**src/rtl/csr_file.sv**
```systemverilog
// rtl/csr_file.sv - CSR file: writable tohost with W-stage bypass, optional cycle/instret counters (CSR_COUNTERS_EN)
module csr_file #(
   parameter logic [11:0] TOHOST_ADDR  = 12'h51E,
   parameter logic [31:0] TOHOST_RESET = 32'h0
) (
   input  logic        clk,
   input  logic        rst,
   input  logic [1:0]  csr_sel_W,
   input  logic [11:0] csr_addr_W,
   input  logic [31:0] rs1_data_W,
   input  logic [4:0]  zimm_W,
   input  logic        inst_valid_W,
   input  logic        stall,
   input  logic [11:0] csr_raddr,
   output logic [31:0] csr_rdata,
   output logic [31:0] tohost,
   output logic        tohost_wr
);

   logic        we;
   logic [31:0] wdata;
   logic [31:0] tohost_d, tohost_q;
   logic        tohost_wr_d, tohost_wr_q;

   always_comb begin
      we    = inst_valid_W && !stall
              && ((csr_sel_W == 2'd1) || (csr_sel_W == 2'd2))
              && (csr_addr_W == TOHOST_ADDR);
      wdata = (csr_sel_W == 2'd1) ? rs1_data_W : {27'b0, zimm_W};
   end

   always_comb begin
      tohost_d    = tohost_q;
      tohost_wr_d = we;
      if (we) begin
         tohost_d = wdata;
      end
   end

   always_ff @(posedge clk or posedge rst) begin
      if (rst) begin
         tohost_q    <= TOHOST_RESET;
         tohost_wr_q <= 1'b0;
      end else begin
         tohost_q    <= tohost_d;
         tohost_wr_q <= tohost_wr_d;
      end
   end

   assign tohost    = tohost_q;
   assign tohost_wr = tohost_wr_q;

`ifdef CSR_COUNTERS_EN
   logic [63:0] cycle_d, cycle_q;
   logic [63:0] instret_d, instret_q;

   always_comb begin
      cycle_d   = cycle_q + 64'd1;
      instret_d = instret_q;
      if (inst_valid_W && !stall) begin
         instret_d = instret_q + 64'd1;
      end
   end

   always_ff @(posedge clk or posedge rst) begin
      if (rst) begin
         cycle_q   <= 64'd0;
         instret_q <= 64'd0;
      end else begin
         cycle_q   <= cycle_d;
         instret_q <= instret_d;
      end
   end
`endif

   // tohost match takes priority so the bypass wins over any counter alias
   always_comb begin
      csr_rdata = 32'd0;
      if (csr_raddr == TOHOST_ADDR) begin
         csr_rdata = we ? wdata : tohost_q;
      end else begin
`ifdef CSR_COUNTERS_EN
         case (csr_raddr)
            12'hC00, 12'hC01: csr_rdata = cycle_q[31:0];
            12'hC80, 12'hC81: csr_rdata = cycle_q[63:32];
            12'hC02:          csr_rdata = instret_q[31:0];
            12'hC82:          csr_rdata = instret_q[63:32];
            default:          csr_rdata = 32'd0;
         endcase
`else
         csr_rdata = 32'd0;
`endif
      end
   end

endmodule

```
**config.mk**
```make
export PLATFORM = sky130hd
export DESIGN_NAME = csr_file
export DESIGN_NICKNAME = d
export VERILOG_FILES = /design/src/rtl/csr_file.sv
export SDC_FILE = /design/constraint.sdc
export NUM_CORES = 1
export LEC_CHECK = 0
export CAP_MARGIN = 5
export CORE_UTILIZATION = 38
export DETAILED_ROUTE_END_ITERATION = 10
export PLACE_DENSITY_LB_ADDON = 0.12
export SKIP_CTS_REPAIR_TIMING = 1
export SYNTH_ARGS = -nofsm -noshare
export SYNTH_HDL_FRONTEND = slang
export SYNTH_SLANG_ARGS = --single-unit
export TNS_END_PERCENT = 5
```
**constraint.sdc**
```tcl
create_clock -name clk -period 3.9 [get_ports clk]
set_input_delay 0.78 -clock clk [delete_from_list [all_inputs] [get_ports clk]]
set_output_delay 0.78 -clock clk [all_outputs]
set_load 0.02 [all_outputs]
```
==> flow_metrics.tcl <==
set metrics [dict create \
    cts_tree "built" \
    max_stage_delay_ps 590 \
    grt_pass1_vias 1946 \
    drv_cap 0 \
    cp-end-kind "output pin" \
    setup_viol_count_final 0 \
    synth_area_leader_cell "dfrtp_1" \
    die_height_microns 72.84 \
    hp-start "tohost[22]" \
    grt_pass1_wl_microns 8894 \
    hold_path.class "reg2reg" \
    synth-compound-area-share_pct 16.21 \
    ant_nets 0 \
    cts.sinks 33 \
    drt-initial-drc-count 49 \
    cts_buffers 5 \
    drive_above_1_share_pct 29.91 \
    antenna_found_initial 0 \
    crit_chain "clkdlybuf4s50_1 > ha_2 > nand4bb_1 > or4_4 > clkinv_8 > nor2_1 > a211oi_1 > dlymetal6s2s_1" \
    synthFlopType "dfrtp_1" \
    ir_drop_v 0.0001094 \
    layout.nets 408 \
    antenna_cells 0 \
    period_share_pct 97.94 \
    cts_buffer_depth 2 \
    synth_area_leaders "dfrtp_1, nand3_2, a21oi_2" \
    vias 1944 \
    fin_crit_ps 3820 \
    p_per_area_nw_per_um2 201.0 \
    reg2reg_to "tohost[0]" \
    crit_family "buffers and inverters" \
    clkSlewWorstSetupHoldPaths_ps 60 \
    synth_seq_cells 33 \
    seq_area_frac_synth_pct 43.31 \
    yosysWarnings 0 \
    place.gp.congestion 0.8030 \
    numPortBuffers 131 \
    drt-pass1-iter-count 4 \
    path_class "in2out" \
    wl_microns 5608 \
    cp_slowest_cell "or4_4" \
    synth_top_family_by_area "simple AND/OR/NAND/NOR gates" \
    dpl.hpwl_microns 4329 \
    path_buf_inv 3 \
    async_reset_ff_share_pct 100.0 \
    worst_slack_ps 80.38 \
    ys_types 27 \
    chipWidth_microns 72.84 \
    syn_inst 188 \
    hold_violations 0 \
    cp_data_required_time_ps 3120 \
    slew_viol_final 0 \
    rrSetupSlack_ps 3100 \
    ys_top_cells_by_count "nand2_1, dfrtp_1, a21oi_2, nand3_2" \
    viasPerCell 4.765 \
    min_to "tohost[22]" \
    cts_root_buf "clkbuf_8" \
    leakage_nw 1.993 \
    synthesis.area_sq_um 1907 \
    tightest_slew_ps 431.8 \
    status "complete, no violations" \
    crit_arrival_ps 3040 \
    total_power_mw 0.7231 \
    grt_start_max_net_pins 34 \
    start_util_pct 39.84 \
    hold_depth 2 \
    reg2reg_from "tohost[0]" \
    h-tree-depth 2 \
    start_kind "input pin" \
    synth_xor_area_share_pct 0 \
    ios 132 \
    finalClockSkew_ps 0 \
    critPathMaxFanout 15 \
    grt_overflow 0 \
    areaGrowthSynthToFinish_pct 88.71 \
    synthesis.nets 256 \
    startpoint "csr_sel_W[0]" \
    synth-edff-count 0 \
    worst-r2r-cell-count 3 \
    dp_slack_ps -455.4 \
    max_clock_freq_mhz 261.8 \
    synth.area.mux_share_pct 2.625 \
    synth-simple-area-share_pct 30.25 \
    avgSynthCellArea_sq_um 10.14 \
    synth.top_cell.area_share_pct 43.31 \
    num_rows 25 \
    die-area_sq_um 5305 \
    timing.slew.headroom_pct 71.21 \
    coreArea_sq_um 4786 \
    drcViolationCount 0 \
    synthAdderAreaFrac_pct 0.6562 \
    worstSkewPairLatency_ps 280 \
    yosysMostFrequentCell "nand2_1" \
    grt_usage_pct 22.03 \
    final_core_util_pct 75.19 \
    wl_per_cell_microns 13.75 \
]
[worst min-delay path, delay by kind of cell (launching register included)]
kind,cells,cell delay [ps]
DFF,1,340
and+or+nand+nor,2,130
[through the flow]
stage | instance area [sq um] | hold WS, ps | setup TNS (ps) | std cells
2_1_floorplan | 1907 | 620.4 | 0 | 188
3_3_place_gp | 3431 | 485.3 | -11710 | 400
3_5_place_dp | 3431 | 489.5 | -12270 | 400
4_1_cts | 3532 | 505.9 | -12280 | 408
5_1_grt | 3598 | 531.7 | -1.208 | 408
6_report | 3598 | 500.7 | 0 | 408
[area by class of cell]
class	instances	area, sq um
Timing Repair Buffer	159	1604
Fill cell	340	1187
Tap cell	67	83.83
Multi-Input combinational cell	138	959.7
Sequential cell	33	825.8
Inverter	3	23.77
Clock inverter	1	5.005
Clock buffer	7	96.34
[logic make-up after synthesis]
| family | Yosys count |
|---|---|
| AOI/OAI and AO/OA | 37 |
| adders and majority gates | 1 |
| buffers and inverters | 17 |
| DFF | 33 |
| muxes | 5 |
| and+or+nand+nor | 95 |
[sequential cells by signal, summed over array words and instances, names as in the netlist]
signal / cells
tohost: 32
tohost_wr: 1
[report_power, final]
group | leakage (nW) | switching [mW] | internal (mW)
combinational | 1.48 | 0.0308 | 0.0675
clock | 0.0542 | 0.123 | 0.159
sequential | 0.461 | 0.000129 | 0.342
total | 1.99 | 0.154 | 0.569
[worst max-delay path by stage]
stage	to	slack, ps	depth (start not counted)
after global placement	csr_rdata[29]	-400	10
after floorplan	csr_rdata[0]	500	6
after detailed placement	csr_rdata[2]	-460	9
after CTS	csr_rdata[2]	-460	9
after global routing	csr_rdata[20]	-1	10
final	csr_rdata[0]	80	8
[cells in the final DEF (no fill, tap or decap), types with 2 or more instances in the layout]
cell type / netlist / final
a21oi_2: 27 / 27
clkbuf_2: 0 / 3
buf_4: 0 / 26
mux2i_1: 5 / 5
buf_12: 3 / 2
a211oi_2: 2 / 2
inv_1: 2 / 2
clkbuf_8: 0 / 7
nor2_1: 3 / 3
dfrtp_1: 33 / 33
dlymetal6s2s_1: 0 / 29
clkdlybuf4s50_1: 0 / 99
nand3_2: 27 / 28
nand2_1: 54 / 54
a211oi_1: 3 / 3
nor2_2: 2 / 2
a21oi_1: 5 / 5
[per-layer routing]
| layer | share of wire, % | GRT usage (%) | wire length (microns) |
|---|---|---|---|
| met5 | 0 | 0 | 0 |
| met4 | 1.3 | 5.882 | 74 |
| met3 | 9.3 | 8.564 | 519 |
| met2 | 49 | 38.63 | 2753 |
| met1 | 40 | 24.96 | 2261 |
No activity file was read; power rests on OpenSTA's default activity.
